--- src/rtl/aplic_pkg.sv ---
// Shared APLIC types: register layouts, MSI delivery FSM states and constants.
package aplic_pkg;

  localparam int MSI_PAGE_SHIFT = 12;
  localparam int HART_IDX_W     = 14;
  localparam int GUEST_IDX_W    = 6;
  localparam int EIID_W         = 11;

  typedef logic [HART_IDX_W-1:0]  hart_index_t;
  typedef logic [GUEST_IDX_W-1:0] guest_index_t;
  typedef logic [EIID_W-1:0]      eiid_t;

  // genmsi register: hart index, busy flag, EIID.
  typedef struct packed {
    hart_index_t hi;
    logic [4:0]  rsv1;
    logic        busy;
    logic        rsv0;
    eiid_t       eiid;
  } genmsi_t;

  // Raw target register word.
  typedef logic [31:0] target_t;

  // Target register as seen in MSI delivery mode.
  typedef struct packed {
    hart_index_t  hi;
    guest_index_t gi;
    logic         rsv;
    eiid_t        eiid;
  } target_msi_field_t;

  typedef enum logic [2:0] {
    IDLE,
    SCAN,
    RD_TGT,
    LATCH,
    SEND
  } aplic_msi_fsm_t;

endpackage

--- src/rtl/aplic_msi_addr_gen.sv ---
// MSI target address: base plus the interrupt-file page selected by hart and guest index.
module aplic_msi_addr_gen
  import aplic_pkg::*;
#(
  parameter int ADDR_W = 64
) (
  input  logic [ADDR_W-1:0] i_base,
  input  logic [2:0]        i_lhxs,
  input  hart_index_t       i_hi,
  input  guest_index_t      i_gi,
  output logic [ADDR_W-1:0] o_addr
);

  logic [ADDR_W-1:0] page_idx;

  // Hart index sits above the guest index field; the result selects a 4 KiB page.
  assign page_idx = (ADDR_W'(i_hi) << i_lhxs) | ADDR_W'(i_gi);
  assign o_addr   = i_base + (page_idx << MSI_PAGE_SHIFT);

endmodule

--- src/rtl/aplic_msi_notifier.sv ---
// MSI-mode delivery: scans pending+enabled sources round-robin, fetches each
// target register, issues the MSI write and clears pending on acceptance.
// Also issues software-generated MSIs from the genmsi register.
module aplic_msi_notifier
  import aplic_pkg::*;
#(
  parameter int NR_SRC = 64,
  parameter int SRC_W  = $clog2(NR_SRC),
  parameter int ADDR_W = 64
) (
  input  logic              i_clk,
  input  logic              i_rst,
  input  logic              i_domaincfg_ie,
  input  logic              i_domaincfg_dm,
  input  logic [NR_SRC-1:0] i_ip,
  input  logic [NR_SRC-1:0] i_ie,
  output logic              o_tgt_rd_en,
  output logic [SRC_W-1:0]  o_tgt_rd_idx,
  input  logic [31:0]       i_tgt_rd_data,
  input  logic [ADDR_W-1:0] i_msi_base,
  input  logic [2:0]        i_lhxs,
  input  logic              i_genmsi_we,
  input  logic [31:0]       i_genmsi_wdata,
  output logic [31:0]       o_genmsi,
  output logic              o_clr_ip_valid,
  output logic [SRC_W-1:0]  o_clr_ip_idx,
  output logic              o_msi_valid,
  input  logic              i_msi_ready,
  output logic [ADDR_W-1:0] o_msi_addr,
  output logic [31:0]       o_msi_data
);

  localparam logic [SRC_W-1:0] LAST_SRC = SRC_W'(NR_SRC - 1);

  // Source 0 does not exist, so the scan wraps from the last source to 1.
  function automatic logic [SRC_W-1:0] next_src(input logic [SRC_W-1:0] p);
    return (p == LAST_SRC) ? SRC_W'(1) : p + SRC_W'(1);
  endfunction

  aplic_msi_fsm_t    state_q, state_d;
  logic [SRC_W-1:0]  ptr_q, ptr_d;
  hart_index_t       hi_q, hi_d;
  guest_index_t      gi_q, gi_d;
  eiid_t             eiid_q, eiid_d;
  logic              from_genmsi_q, from_genmsi_d;
  genmsi_t           genmsi_q, genmsi_d;

  logic              enabled;
  logic              src_hit;
  logic              genmsi_clr;
  target_msi_field_t tgt;
  genmsi_t           genmsi_wr;
  logic [ADDR_W-1:0] msi_addr;
  logic              unused_bits;

  assign enabled   = i_domaincfg_ie & i_domaincfg_dm;
  assign src_hit   = i_ip[ptr_q] & i_ie[ptr_q];
  assign tgt       = target_msi_field_t'(i_tgt_rd_data);
  assign genmsi_wr = genmsi_t'(i_genmsi_wdata);

  assign unused_bits = ^{tgt.rsv, genmsi_wr.rsv1, genmsi_wr.busy, genmsi_wr.rsv0};

  // Next-state logic, handshake outputs and capture of the MSI being built.
  always_comb begin
    // NOTE: every variable driven here gets a default first so no path can infer a latch.
    state_d        = state_q;
    ptr_d          = ptr_q;
    hi_d           = hi_q;
    gi_d           = gi_q;
    eiid_d         = eiid_q;
    from_genmsi_d  = from_genmsi_q;
    o_clr_ip_valid = 1'b0;
    o_msi_valid    = 1'b0;
    genmsi_clr     = 1'b0;
    unique case (state_q)
      IDLE: begin
        if (enabled) state_d = SCAN;
      end
      SCAN: begin
        if (!enabled) begin
          state_d = IDLE;
        end else if (genmsi_q.busy) begin
          hi_d          = genmsi_q.hi;
          gi_d          = '0;
          eiid_d        = genmsi_q.eiid;
          from_genmsi_d = 1'b1;
          state_d       = SEND;
        end else if (src_hit) begin
          state_d = RD_TGT;
        end else begin
          ptr_d = next_src(ptr_q);
        end
      end
      RD_TGT: begin
        state_d = enabled ? LATCH : IDLE;
      end
      LATCH: begin
        if (!enabled) begin
          state_d = IDLE;
        end else begin
          hi_d          = tgt.hi;
          gi_d          = tgt.gi;
          eiid_d        = tgt.eiid;
          from_genmsi_d = 1'b0;
          if (!src_hit) begin
            // Source dropped while its target was being read: skip it silently.
            state_d = SCAN;
            ptr_d   = next_src(ptr_q);
          end else if (tgt.eiid == '0) begin
            // EIID 0 means "no interrupt identity": retire the source without a write.
            o_clr_ip_valid = 1'b1;
            state_d        = SCAN;
            ptr_d          = next_src(ptr_q);
          end else begin
            state_d = SEND;
          end
        end
      end
      SEND: begin
        // Domain config changes are ignored here so a posted request always completes.
        o_msi_valid = 1'b1;
        if (i_msi_ready) begin
          state_d = SCAN;
          if (from_genmsi_q) begin
            genmsi_clr = 1'b1;
          end else begin
            o_clr_ip_valid = 1'b1;
            ptr_d          = next_src(ptr_q);
          end
        end
      end
      default: state_d = IDLE;
    endcase
  end

  // genmsi register: software load when idle, hardware clear on acceptance (clear wins).
  always_comb begin
    genmsi_d = genmsi_q;
    if (genmsi_clr) begin
      genmsi_d.busy = 1'b0;
    end else if (i_genmsi_we && !genmsi_q.busy) begin
      genmsi_d      = '0;
      genmsi_d.hi   = genmsi_wr.hi;
      genmsi_d.eiid = genmsi_wr.eiid;
      genmsi_d.busy = 1'b1;
    end
  end

  // State register; reset abandons any in-flight MSI without touching pending.
  always_ff @(posedge i_clk or posedge i_rst) begin
    if (i_rst) begin
      state_q       <= IDLE;
      ptr_q         <= SRC_W'(1);
      hi_q          <= '0;
      gi_q          <= '0;
      eiid_q        <= '0;
      from_genmsi_q <= 1'b0;
      genmsi_q      <= '0;
    end else begin
      // NOTE: non-blocking assignments so every register samples pre-edge values.
      state_q       <= state_d;
      ptr_q         <= ptr_d;
      hi_q          <= hi_d;
      gi_q          <= gi_d;
      eiid_q        <= eiid_d;
      from_genmsi_q <= from_genmsi_d;
      genmsi_q      <= genmsi_d;
    end
  end

  aplic_msi_addr_gen #(
    .ADDR_W (ADDR_W)
  ) u_addr_gen (
    .i_base (i_msi_base),
    .i_lhxs (i_lhxs),
    .i_hi   (hi_q),
    .i_gi   (gi_q),
    .o_addr (msi_addr)
  );

  assign o_tgt_rd_en  = (state_q == RD_TGT);
  assign o_tgt_rd_idx = o_tgt_rd_en ? ptr_q : '0;
  assign o_clr_ip_idx = o_clr_ip_valid ? ptr_q : '0;
  assign o_genmsi     = genmsi_q;
  assign o_msi_addr   = o_msi_valid ? msi_addr : '0;
  assign o_msi_data   = o_msi_valid ? {21'b0, eiid_q} : '0;

endmodule

--- config.mk ---
export PLATFORM = sky130hd
export DESIGN_NAME = aplic_msi_notifier
export DESIGN_NICKNAME = d
export VERILOG_FILES = /design/src/rtl/aplic_pkg.sv /design/src/rtl/aplic_msi_addr_gen.sv /design/src/rtl/aplic_msi_notifier.sv
export SDC_FILE = /design/constraint.sdc
export NUM_CORES = 1
export LEC_CHECK = 0
export ABC_AREA = 1
export BUFFER_PORTS_ARGS = -buffer_cell sky130_fd_sc_hd__buf_4
export CORE_MARGIN = 2
export CORE_UTILIZATION = 25
export CTS_CLUSTER_DIAMETER = 120
export DETAILED_ROUTE_END_ITERATION = 7
export PLACE_DENSITY_LB_ADDON = 0.15
export SYNTH_ARGS = -nofsm -noshare
export SYNTH_HDL_FRONTEND = slang
export SYNTH_SLANG_ARGS = --single-unit
--- constraint.sdc ---
create_clock -name i_clk -period 7.49 [get_ports i_clk]
set_input_delay 1.498 -clock i_clk [delete_from_list [all_inputs] [get_ports i_clk]]
set_output_delay 1.498 -clock i_clk [all_outputs]
set_load 0.02 [all_outputs]
==> results.sh <==
export IMPL_status="finished, final reports clean"
export IMPL_critPathCaptureType="output port"
export IMPL_fill_cells=3201
export IMPL_fmax_mhz=158
export IMPL_cp_start_kind="input pin"
export IMPL_syn_inst=1189
export IMPL_crit_top_cell="o21ai_0"
export IMPL_yosysWarnings=0
export IMPL_period_minus_slack_ns=6.34
export IMPL_synth_area_leader_cell="dfrtp_1"
export IMPL_place_ws_ns=1.16
export IMPL_synth_top_area_share_pct=22.6
export IMPL_setup_viol_count_final=0
export IMPL_antenna_found_initial=2
export IMPL_clock_latency_ns=0.33
export IMPL_holdBufCountCts=0
export IMPL_yosysSeqAreaShare_pct=23.0
export IMPL_max_stage_delay_ns=0.42
export IMPL_synth_avg_cell_area_um2=6.15
export IMPL_vias=8849
export IMPL_clock_root_buffer="clkbuf_16"
export IMPL_cts_tree="done"
export IMPL_syn_area_um2=7310
export IMPL_multi_input_area_um2=4720
export IMPL_port_buffers=372
export IMPL_grt_usage_pct=18.8
export IMPL_setup_worst_path_class="input pin to output port"
export IMPL_drc=0
export IMPL_start_util_pct=25.4
export IMPL_worst_pin_slew_ns=0.860
export IMPL_clock_skew_ns=0.00870
export IMPL_p_total_uw=2600
export IMPL_grt_max_degree=68
export IMPL_coreArea_um2=28800
export IMPL_ff_latch_area_um2=1680
export IMPL_synth_seq_cells=67
export IMPL_placed_area_um2=10300
export IMPL_cp_top_family="simple AND/OR/NAND/NOR gates"
export IMPL_die_area_um2=30600
export IMPL_setup_tns_ns=0
export IMPL_max_cap_violations=0
export IMPL_design_area_um2=10600
export IMPL_instances_no_fill=1925
export IMPL_rows=62
export IMPL_viasPerCell=4.60
export IMPL_overflow=0
export IMPL_final_hold_viol_count=0
export IMPL_place_inst=1909
export IMPL_dpl_hpwl_um=24800
export IMPL_maxSlewViolCount=0
export IMPL_synth_area_leaders="dfrtp_1 23%, nand2_1 15%, inv_1 7.7%"
export IMPL_worstPathRequired_ns=5.99
export IMPL_fp_dieW_um=175
export IMPL_leakage_uw=0.00547
export IMPL_fin_ws_ns=1.15
export IMPL_drive_above_1_share_pct=30.1
export IMPL_grt_pass1_vias=8483
export IMPL_slew_headroom_pct=42.7
export IMPL_routedWlPerCell_um=15.4
export IMPL_ctsHtreeMaxLevel=3
export IMPL_dr_first_iter_drc_count=476
export IMPL_ir_drop_mv=0.157
export IMPL_yosysUniqueCellTypes=49
export IMPL_period_share_pct=84.6
export IMPL_path_clk_slew_ns=0.06
export IMPL_critical_path_buf_inv_count=4
export IMPL_crit_fanout=16
export IMPL_routabilityCongestion=0.874
export IMPL_cts_setup_buffers=0
export IMPL_clock_path_buffers=2
export IMPL_ant_nets=0
export IMPL_reg2reg_from="ptr_q[0]"
export IMPL_cp_cell_sequence="buf_4 -> inv_1 -> nand3_1 -> o21ai_0 -> ha_1 -> inv_1 -> fa_1 -> o21ai_0 -> nand2_1 -> o211ai_1 -> nand4_1 -> nand3_1 -> nand2_1 -> nor2_1 -> o21ai_0 -> nor2_1 -> buf_4"
export IMPL_slowest_stage="fa_1"
export IMPL_grt_pass1_wl_um=46100
export IMPL_crit_path_start="i_lhxs[1]"
export IMPL_fin_nets=1824
export IMPL_syn2layout_area_growth_pct=45.6
export IMPL_min_path_type="register to register"
export IMPL_dr_pass1_iters=5
export IMPL_p_per_area_nw_per_um2=244
export IMPL_cts_resized=0
export IMPL_io_pins=408
export IMPL_cts_sinks=67
export IMPL_grt_setup_unrepaired="no"
export IMPL_drt_total_wl_um=29600
export IMPL_hold_start="ptr_q[4]"
export IMPL_die_h_um=175
export IMPL_critical_path_arrival_ns=4.84
export IMPL_cts_buffers=9
worst register-to-register path: cells and delay by family (launching register included):
kind                   cells  cell delay [ns]
and+or+nand+nor           14             1.39
buffers and inverters      1             0.31
DFF                        1             0.93
synthesized netlist by cell type (all sizes together):
cell type	number
o41ai	1
clkbuf	17
o2111ai	1
xor2	6
ha	22
mux2	25
a21oi	63
a31oi	3
nor4	8
conb	1
o211ai	28
or2	18
a21o	5
nand2	304
nor2	138
clkinv	1
o21a	4
nor4b	1
nor3	30
a22oi	1
fa	1
o21bai	4
nand3	97
mux2i	5
dfstp	1
xnor2	6
o21ai	110
inv	155
and3	1
nand3b	2
nand4	11
dfrtp	66
buf	50
a21boi	3
where the power goes:
part | leakage [uW] | internal (uW) | switching [uW]
clock network | 0.000158 | 324 | 162
registers | 0.000845 | 507 | 127
logic | 0.00447 | 593 | 887
through the flow:
stage,hold slack (ns),utilization (%)
floorplan,0.463,-
global placement,0.504,35.8
detailed placement,0.504,35.8
CTS,0.520,37.0
global route,0.554,37.0
finish,0.519,37.0
cells in the final DEF (no fill, tap or decap), drive strengths merged, types with 8 or more instances in the layout:
master	count
buf	377
nand2	304
inv	156
nor2	138
o21ai	110
nand3	97
dfrtp	66
a21oi	63
nor3	30
o211ai	28
conb	27
mux2	25
ha	22
or2	18
nand4	11
clkbuf	9
nor4	8
layer usage:
layer  vias up  track usage [%]  share of wire, %
met4         2             4.34               1.7
li1       4528                -                 -
met3        26             5.09               8.2
met1      3964             24.6                45
met5         -                0             0.047
met2       329             30.9                45
cells by family (layout without fill, tap and decap cells):
family | count (synthesis) | in the layout | synth area share [%]
buffers and inverters | 223 | 548 | 13.8
muxes | 30 | 30 | 4.54
and+or+nand+nor | 610 | 610 | 36.2
AOI/OAI and AO/OA | 223 | 223 | 17.0
other | 1 | 28 | 0.0513
adders and majority gates | 23 | 23 | 4.04
xor gates and xnor gates | 12 | 12 | 1.44
DFF | 67 | 67 | 23.0
sequential cells by signal, indices dropped and copies added (netlist names):
register       cells
eiid_q            11
ptr_q              6
from_genmsi_q      1
o_genmsi          26
hi_q              14
gi_q               6
state_q            3
area by class of cell:
| cell class | instances | share of cell area [%] |
|---|---|---|
| clock buffers | 9 | 2.12 |
| flip-flops and latches | 67 | 15.8 |
| clock inverters | 6 | 1.07 |
| diodes | 1 | 0.0235 |
| inverters | 156 | 5.53 |
| well taps | 384 | 4.51 |
| multi-input cells | 925 | 44.4 |
| repair buffers | 377 | 26.6 |
path summary, 6_finish.rpt:
check / slack [ns] / depth (start not counted) / endpoint
max: 1.15 / 17 / o_msi_addr[48]
min: 0.52 / 2 / ptr_q[4]
max reg2reg: 4.74 / 15 / ptr_q[2]
min reg2reg: 0.52 / 2 / ptr_q[4]
max in group asynchronous: 5.49 / 3 / hi_q[2]
min in group asynchronous: 1.42 / 3 / eiid_q[1]
Power figures use the tool's default switching activity.
